`config.mk`:
```
export PLATFORM = sky130hd
export DESIGN_NAME = sc_microsequencer
export DESIGN_NICKNAME = d
export VERILOG_FILES = /design/src/rtl/sc_microsequencer.sv
export SDC_FILE = /design/constraint.sdc
export NUM_CORES = 1
export LEC_CHECK = 0
export CAP_MARGIN = 5
export CORE_AREA = 4 4 79 44
export DETAILED_ROUTE_END_ITERATION = 6
export DIE_AREA = 0 0 83 48
export PLACE_DENSITY = 0.81
export SYNTH_ARGS = -nofsm -noshare
export SYNTH_HDL_FRONTEND = slang
export SYNTH_SLANG_ARGS = --single-unit
```
`constraint.sdc`:
```
create_clock -name SC_MICROSEQUENCER_CLOCK_50 -period 3.5 [get_ports SC_MICROSEQUENCER_CLOCK_50]
set_input_delay 0.35 -clock SC_MICROSEQUENCER_CLOCK_50 [delete_from_list [all_inputs] [get_ports SC_MICROSEQUENCER_CLOCK_50]]
set_output_delay 0.35 -clock SC_MICROSEQUENCER_CLOCK_50 [all_outputs]
set_load 0.05 [all_outputs]
```
`src/rtl/sc_microsequencer.sv`:
```
// sc_microsequencer: microcoded controller for a restoring subtract-loop
// divider datapath (repeated R1 - R0 into a quotient count).
// Optional feature macro: SC_MICROSEQUENCER_SHIFT_EN adds a shifter load
// and a quotient-length left-shift phase before DONE.
// All control outputs are registered: the next state is decoded into its
// control word, and that word is registered at the same edge as the state.
// SC_MICROSEQUENCER_state_OutBUS exposes the current state for debug.
module sc_microsequencer #(
  parameter int DATAWIDTH_DECODER_SELECTION    = 4,
  parameter int DATAWIDTH_MUX_SELECTION        = 3,
  parameter int DATAWIDTH_ALU_SELECTION        = 4,
  parameter int DATAWIDTH_REGSHIFTER_SELECTION = 2,
  parameter logic [7:0] MAX_ITER               = 8'd200
) (
  input  logic                                      SC_MICROSEQUENCER_CLOCK_50,
  input  logic                                      SC_MICROSEQUENCER_RESET_InHigh,
  input  logic                                      SC_MICROSEQUENCER_start_InHigh,
  input  logic                                      SC_MICROSEQUENCER_negative_InLow,
  input  logic                                      SC_MICROSEQUENCER_zero_InLow,
  input  logic                                      SC_MICROSEQUENCER_carry_InLow,
  input  logic                                      SC_MICROSEQUENCER_overflow_InLow,
  output logic [DATAWIDTH_DECODER_SELECTION-1:0]    SC_MICROSEQUENCER_decoderclearselection_OutBUS,
  output logic [DATAWIDTH_DECODER_SELECTION-1:0]    SC_MICROSEQUENCER_decoderloadselection_OutBUS,
  output logic [DATAWIDTH_MUX_SELECTION-1:0]        SC_MICROSEQUENCER_muxselectionBUSA_OutBUS,
  output logic [DATAWIDTH_MUX_SELECTION-1:0]        SC_MICROSEQUENCER_muxselectionBUSB_OutBUS,
  output logic [DATAWIDTH_ALU_SELECTION-1:0]        SC_MICROSEQUENCER_aluselection_OutBUS,
  output logic                                      SC_MICROSEQUENCER_regSHIFTERclear_OutLow,
  output logic                                      SC_MICROSEQUENCER_regSHIFTERload_OutLow,
  output logic [DATAWIDTH_REGSHIFTER_SELECTION-1:0] SC_MICROSEQUENCER_regSHIFTERshiftselection_OutBUS,
  output logic                                      SC_MICROSEQUENCER_busy_OutHigh,
  output logic                                      SC_MICROSEQUENCER_done_OutHigh,
  output logic                                      SC_MICROSEQUENCER_error_OutHigh,
  output logic [7:0]                                SC_MICROSEQUENCER_quotient_OutBUS,
  output logic [3:0]                                SC_MICROSEQUENCER_state_OutBUS
);

  typedef enum logic [3:0] {
    S_IDLE = 4'd0, S_CLR = 4'd1, S_LDA = 4'd2, S_LDB = 4'd3,
    S_SUB = 4'd4, S_WAIT = 4'd5, S_CHK = 4'd6, S_RESTORE = 4'd7,
    S_SHLD = 4'd8, S_SHIFT = 4'd9, S_DONE = 4'd10, S_ERROR = 4'd11
  } state_t;

  localparam int DW = DATAWIDTH_DECODER_SELECTION;
  localparam int MW = DATAWIDTH_MUX_SELECTION;
  localparam int AW = DATAWIDTH_ALU_SELECTION;
  localparam int SW = DATAWIDTH_REGSHIFTER_SELECTION;

  localparam logic [DW-1:0] DEC_NONE = '1;
  localparam logic [MW-1:0] MUX_R0   = MW'(0);
  localparam logic [MW-1:0] MUX_R1   = MW'(1);
  localparam logic [MW-1:0] MUX_FIX0 = MW'(4);
  localparam logic [MW-1:0] MUX_FIX1 = MW'(5);
  localparam logic [AW-1:0] ALU_ADD  = AW'(0);
  localparam logic [AW-1:0] ALU_SUB  = AW'(1);
  localparam logic [AW-1:0] ALU_PASS = AW'(2);
  localparam logic [SW-1:0] SH_HOLD  = SW'(0);
  localparam logic [SW-1:0] SH_LEFT  = SW'(1);

  state_t      state_q, state_d;
  logic [1:0]  clr_cnt_q, clr_cnt_d;
  logic [7:0]  quot_q, quot_d;
`ifdef SC_MICROSEQUENCER_SHIFT_EN
  logic [7:0]  shcnt_q, shcnt_d;
`endif

  logic [DW-1:0] clr_sel_q, clr_sel_d, ld_sel_q, ld_sel_d;
  logic [MW-1:0] mux_a_q, mux_a_d, mux_b_q, mux_b_d;
  logic [AW-1:0] alu_q, alu_d;
  logic          sh_clr_n_q, sh_clr_n_d, sh_ld_n_q, sh_ld_n_d;
  logic [SW-1:0] sh_sel_q, sh_sel_d;
  logic          busy_q, busy_d, done_q, done_d, error_q, error_d;

  // Carry and overflow never influence sequencing.
  logic unused_flags;
  assign unused_flags = SC_MICROSEQUENCER_carry_InLow ^ SC_MICROSEQUENCER_overflow_InLow;

  // Next-state, clear counter, quotient and shift counter.
  always_comb begin
    state_d   = state_q;
    clr_cnt_d = clr_cnt_q;
    quot_d    = quot_q;
`ifdef SC_MICROSEQUENCER_SHIFT_EN
    shcnt_d   = shcnt_q;
`endif
    case (state_q)
      S_IDLE, S_DONE: begin
        if (SC_MICROSEQUENCER_start_InHigh) begin
          state_d   = S_CLR;
          clr_cnt_d = 2'd0;
          quot_d    = 8'd0;
        end
      end
      S_CLR: begin
        if (clr_cnt_q == 2'd3) state_d = S_LDA;
        else                   clr_cnt_d = clr_cnt_q + 2'd1;
      end
      S_LDA:  state_d = S_LDB;
      S_LDB:  state_d = S_SUB;
      S_SUB:  state_d = S_WAIT;
      S_WAIT: state_d = S_CHK;
      S_CHK: begin
        if (!SC_MICROSEQUENCER_negative_InLow) begin
          state_d = S_RESTORE;
        end else begin
          quot_d = quot_q + 8'd1;
          if (quot_q + 8'd1 == MAX_ITER)          state_d = S_ERROR;
          else if (!SC_MICROSEQUENCER_zero_InLow) state_d = S_SHLD;
          else                                    state_d = S_SUB;
        end
      end
      S_RESTORE: state_d = S_SHLD;
`ifdef SC_MICROSEQUENCER_SHIFT_EN
      S_SHLD: begin
        if (quot_q == 8'd0) begin
          state_d = S_DONE;
        end else begin
          state_d = S_SHIFT;
          shcnt_d = 8'd1;
        end
      end
      S_SHIFT: begin
        if (shcnt_q == quot_q) state_d = S_DONE;
        else                   shcnt_d = shcnt_q + 8'd1;
      end
`else
      S_SHLD:  state_d = S_DONE;
      S_SHIFT: state_d = S_IDLE;
`endif
      S_ERROR: state_d = S_ERROR;
      default: state_d = S_IDLE;
    endcase
  end

  // Control word for the state about to be entered.
  always_comb begin
    clr_sel_d  = DEC_NONE;
    ld_sel_d   = DEC_NONE;
    mux_a_d    = MUX_R0;
    mux_b_d    = MUX_R0;
    alu_d      = ALU_PASS;
    sh_clr_n_d = 1'b1;
    sh_ld_n_d  = 1'b1;
    sh_sel_d   = SH_HOLD;
    case (state_d)
      S_CLR: clr_sel_d = DW'(clr_cnt_d);
      S_LDA: begin mux_a_d = MUX_FIX0; ld_sel_d = DW'(0); end
      S_LDB: begin mux_a_d = MUX_FIX1; ld_sel_d = DW'(1); end
      S_SUB: begin
        mux_a_d = MUX_R1; mux_b_d = MUX_R0; alu_d = ALU_SUB; ld_sel_d = DW'(1);
      end
      S_WAIT, S_CHK: begin
        mux_a_d = MUX_R1; mux_b_d = MUX_R0; alu_d = ALU_SUB;
      end
      S_RESTORE: begin
        mux_a_d = MUX_R1; mux_b_d = MUX_R0; alu_d = ALU_ADD; ld_sel_d = DW'(1);
      end
`ifdef SC_MICROSEQUENCER_SHIFT_EN
      S_SHLD:  begin mux_a_d = MUX_R1; sh_ld_n_d = 1'b0; end
      S_SHIFT: sh_sel_d = SH_LEFT;
`endif
      default: ;
    endcase
    busy_d  = !(state_d inside {S_IDLE, S_DONE, S_ERROR});
    done_d  = (state_d == S_DONE);
    error_d = (state_d == S_ERROR);
  end

  // State and registered outputs; reset wins over everything.
  always_ff @(posedge SC_MICROSEQUENCER_CLOCK_50) begin
    if (SC_MICROSEQUENCER_RESET_InHigh) begin
      state_q    <= S_IDLE;
      clr_cnt_q  <= 2'd0;
      quot_q     <= 8'd0;
`ifdef SC_MICROSEQUENCER_SHIFT_EN
      shcnt_q    <= 8'd0;
`endif
      clr_sel_q  <= DEC_NONE;
      ld_sel_q   <= DEC_NONE;
      mux_a_q    <= MUX_R0;
      mux_b_q    <= MUX_R0;
      alu_q      <= ALU_PASS;
      sh_clr_n_q <= 1'b1;
      sh_ld_n_q  <= 1'b1;
      sh_sel_q   <= SH_HOLD;
      busy_q     <= 1'b0;
      done_q     <= 1'b0;
      error_q    <= 1'b0;
    end else begin
      state_q    <= state_d;
      clr_cnt_q  <= clr_cnt_d;
      quot_q     <= quot_d;
`ifdef SC_MICROSEQUENCER_SHIFT_EN
      shcnt_q    <= shcnt_d;
`endif
      clr_sel_q  <= clr_sel_d;
      ld_sel_q   <= ld_sel_d;
      mux_a_q    <= mux_a_d;
      mux_b_q    <= mux_b_d;
      alu_q      <= alu_d;
      sh_clr_n_q <= sh_clr_n_d;
      sh_ld_n_q  <= sh_ld_n_d;
      sh_sel_q   <= sh_sel_d;
      busy_q     <= busy_d;
      done_q     <= done_d;
      error_q    <= error_d;
    end
  end

  assign SC_MICROSEQUENCER_decoderclearselection_OutBUS    = clr_sel_q;
  assign SC_MICROSEQUENCER_decoderloadselection_OutBUS     = ld_sel_q;
  assign SC_MICROSEQUENCER_muxselectionBUSA_OutBUS         = mux_a_q;
  assign SC_MICROSEQUENCER_muxselectionBUSB_OutBUS         = mux_b_q;
  assign SC_MICROSEQUENCER_aluselection_OutBUS             = alu_q;
  assign SC_MICROSEQUENCER_regSHIFTERclear_OutLow          = sh_clr_n_q;
  assign SC_MICROSEQUENCER_regSHIFTERload_OutLow           = sh_ld_n_q;
  assign SC_MICROSEQUENCER_regSHIFTERshiftselection_OutBUS = sh_sel_q;
  assign SC_MICROSEQUENCER_busy_OutHigh                    = busy_q;
  assign SC_MICROSEQUENCER_done_OutHigh                    = done_q;
  assign SC_MICROSEQUENCER_error_OutHigh                   = error_q;
  assign SC_MICROSEQUENCER_quotient_OutBUS                 = quot_q;
  assign SC_MICROSEQUENCER_state_OutBUS                    = state_q;

endmodule

```
==> impl_metrics.csv <==
group,metric,value,unit
cells_and_area,syn_to_final_growth,25.07,%
yosys,syn_inst,155,
setup_path,path_cells,"nand2b_4 -> nor3_1 -> a21oi_1 -> nor4_1",
cells_and_area,diodes,0,
detailed_routing,wirelength,2921,um
detailed_routing,vias,1131,
clocking,clk_path_buf_depth,2,
pwr,total_leakage_power,0.6002,nW
pwr,powerDensity,414.6,nW/um2
grt,antenna_found_initial,0,
sta,fmax,0.4563,GHz
clocking,tritoncts,"built",
grt,overflow,0,
yosys,synth_top_cell_by_area,"dfxtp_1",
sta,fin_ws,1309,ps
floorplanning,fp.coreArea,2838,um2
clocking,cts_resized,0,
yosys,syn-cell-area,1282,um2
sta,skew,5.175,ps
setup_path,path_buf_inv,0,
sta,rsz0062_at_grt,"no",
place,place_hpwl,2208,um
run_status,outcome,"complete, no violations",
detailed_routing,drc,0,
setup_path,worstPathRequired,3680,ps
clocking,cts.sinks,26,
place,place_ws,1132,ps
clocking,post_cts_buffers,0,
sta,fin_crit_sh,0.6261,
yosys,ys_top_cells_by_area,"dfxtp_1 41%, buf_4 7.6%, a21oi_1 5.5%, nor2_1 5.3%, o21ai_0 4.3%",
clocking,hold_buffers,0,
yosys,ys_types,44,
setup_path,cp.depth,4,
grt,grt_pass1_wl,4678,um
setup_path,slowest_stage,"nor3_1",
sta,min_period,2191,ps
sta,tightest_slew,925.2,ps
sta,finalMaxSlewViolations,0,
floorplanning,start_util,0.4519,
job,max-cap-violations,0,
detailed_routing,first_iter_violations,59,
yosys,synth-seq-cells,26,
detailed_routing,routed_via_density,5.212,
setup_path,reg2reg_depth,4,
clocking,htreeDepth,1,
yosys,ys_top_cells_by_count,"26 x dfxtp_1, 18 x nor2_1, 14 x a21oi_1, 13 x buf_4, 11 x o21ai_0",
sta,max_slew_margin,0.3785,
clocking,cts_buffers,3,
setup_path,cp_top_family,"simple AND/OR/NAND/NOR gates",
yosys,ys.flop_type,"dfxtp_1",
cells_and_area,nFillCells,264,
detailed_routing,detail-route-antenna-nets,0,
setup_path,cp.arrival,2370,ps
yosys,yosysWarnings,0,
floorplanning,design.portCount,44,
yosys,ys_seq_area_frac,0.4059,
place,port_buffers,31,
clocking,path_clk_slew,90,ps
min_path,holdPathStages,1,
floorplanning,dieArea,3984,um2
detailed_routing,wl_per_cell,13.46,um
grt,grt_pass1_vias,935,
floorplanning,die_h,48,um
setup_path,end_kind,"flop",
pwr,vdd_drop_max,0.2213,mV
min_path,hp-class,"flop to flop",
yosys,syn_avg_cell_area,8.274,um2
clocking,cts-root-buf,"clkbuf_8",
cells_and_area,final_layout_size_suffix_gt1_frac,0.05085,
sta,hold_violations,0,
setup_path,startpoint_type,"flop",
setup_path,max_stage_delay,760,ps
detailed_routing,drt_first_pass_iters,5,
floorplanning,die_x,83,um
yosys,async_flop_share,0,
sta,final.setup.tns,0,ps
floorplanning,row_count,14,
grt,grt_usage,0.1519,
place,gp_congestion,0.8605,
clocking,clk_latency,270,ps
cells_and_area,nets,186,
yosys,yosysMostFrequentCell,"dfxtp_1",
yosys,netlist.area_leader.share,0.4059,
setup_path,worstPathMaxFanout,12,
yosys,synth-edff-count,0,
grt,grt_max_degree,18,
sta,setup_violations,0,
setup_path,criticalPathCategory,"flop to flop",
-- per-layer routing --
metal	global-route usage	part of all wire
met5	0	0
met1	0.2075	0.48
met2	0.2325	0.42
met4	0.05537	0.0096
met3	0.04467	0.086
-- worst reg2reg max path: cells and delay by family (launching register included) --
family | cells | cell delay (ps)
AOI/OAI and AO/OA | 1 | 300
DFF | 1 | 600
and+or+nand+nor | 3 | 1200
-- cell usage in the layout, fill, tap and decap left out, types with 2 or more instances in the layout --
cell type,n
clkdlybuf4s50_1,31
dfxtp_1,26
nor2_1,18
a21oi_1,14
o21ai_0,11
conb_1,10
nand2_1,8
inv_1,6
nor3_1,4
nand2b_1,3
a22oi_1,3
clkbuf_8,3
nand2b_4,2
or3_1,2
xor2_1,2
a21boi_0,2
nor2b_1,2
nand4_1,2
and2_1,2
nand3_1,2
a211oi_1,2
nand3b_1,2
-- where the power goes --
part / internal [mW] / switching [mW]
sequential: 0.303 / 0.00702
clock: 0.153 / 0.0966
combinational: 0.0289 / 0.0759
-- through the flow --
stage	cells	hold slack, ps	power, mW	area (um2)	utilization
6_report	217	540.5	0.6650	1604	0.5653
5_1_grt	217	591.9	0.6906	1604	0.5653
4_1_cts	217	543.3	0.6682	1604	0.5653
3_5_place_dp	213	528.8	0.4212	1533	0.5401
3_3_place_gp	213	499.1	0.4195	1533	0.5401
2_1_floorplan	163	502.0	0.4058	1313	-
-- layout make-up --
type / count / area, um2 / share of cell area
multi-input cells: 110 / 629.4 / 0.3924
inverters: 6 / 22.52 / 0.01404
flip-flops and latches: 26 / 520.5 / 0.3245
clock inverters: 1 / 30.03 / 0.01872
clock buffers: 3 / 41.29 / 0.02574
well taps: 40 / 50.05 / 0.03120
repair buffers: 31 / 310.3 / 0.1934
-- cell families (layout without fill, tap and decap cells) --
kind of cell,after synthesis,after routing,share of synthesized area
AND/OR/NAND/NOR,54,54,0.2244
AO/OA/AOI/OAI,41,41,0.1971
buffers and inverters,27,41,0.1268
flip-flops,26,26,0.4059
other,2,10,0.005856
XOR/XNOR,2,2,0.01366
multiplexers,2,2,0.01659
adder cells (fa/ha/maj),1,1,0.009755
-- sequential cells by signal (all words and copies together), names as in the netlist --
| name | flops |
|---|---|
| SC_MICROSEQUENCER_decoderloadselection_OutBUS | 2 |
| SC_MICROSEQUENCER_state_OutBUS | 4 |
| clr_cnt_q | 2 |
| SC_MICROSEQUENCER_decoderclearselection_OutBUS | 3 |
| SC_MICROSEQUENCER_quotient_OutBUS | 8 |
| SC_MICROSEQUENCER_error_OutHigh | 1 |
| SC_MICROSEQUENCER_muxselectionBUSA_OutBUS | 2 |
| SC_MICROSEQUENCER_aluselection_OutBUS | 2 |
| SC_MICROSEQUENCER_busy_OutHigh | 1 |
| SC_MICROSEQUENCER_done_OutHigh | 1 |
-- path summary, 6_finish.rpt --
| path | startpoint | end | slack [ps] |
|---|---|---|---|
| setup / recovery | SC_MICROSEQUENCER_state_OutBUS[2] | SC_MICROSEQUENCER_error_OutHigh | 1310 |
| hold reg to reg | SC_MICROSEQUENCER_quotient_OutBUS[6] | SC_MICROSEQUENCER_quotient_OutBUS[6] | 540 |
| hold / removal | SC_MICROSEQUENCER_quotient_OutBUS[6] | SC_MICROSEQUENCER_quotient_OutBUS[6] | 540 |
| setup reg to reg | SC_MICROSEQUENCER_state_OutBUS[2] | SC_MICROSEQUENCER_error_OutHigh | 1310 |
No activity file was read; power rests on OpenSTA's default activity.
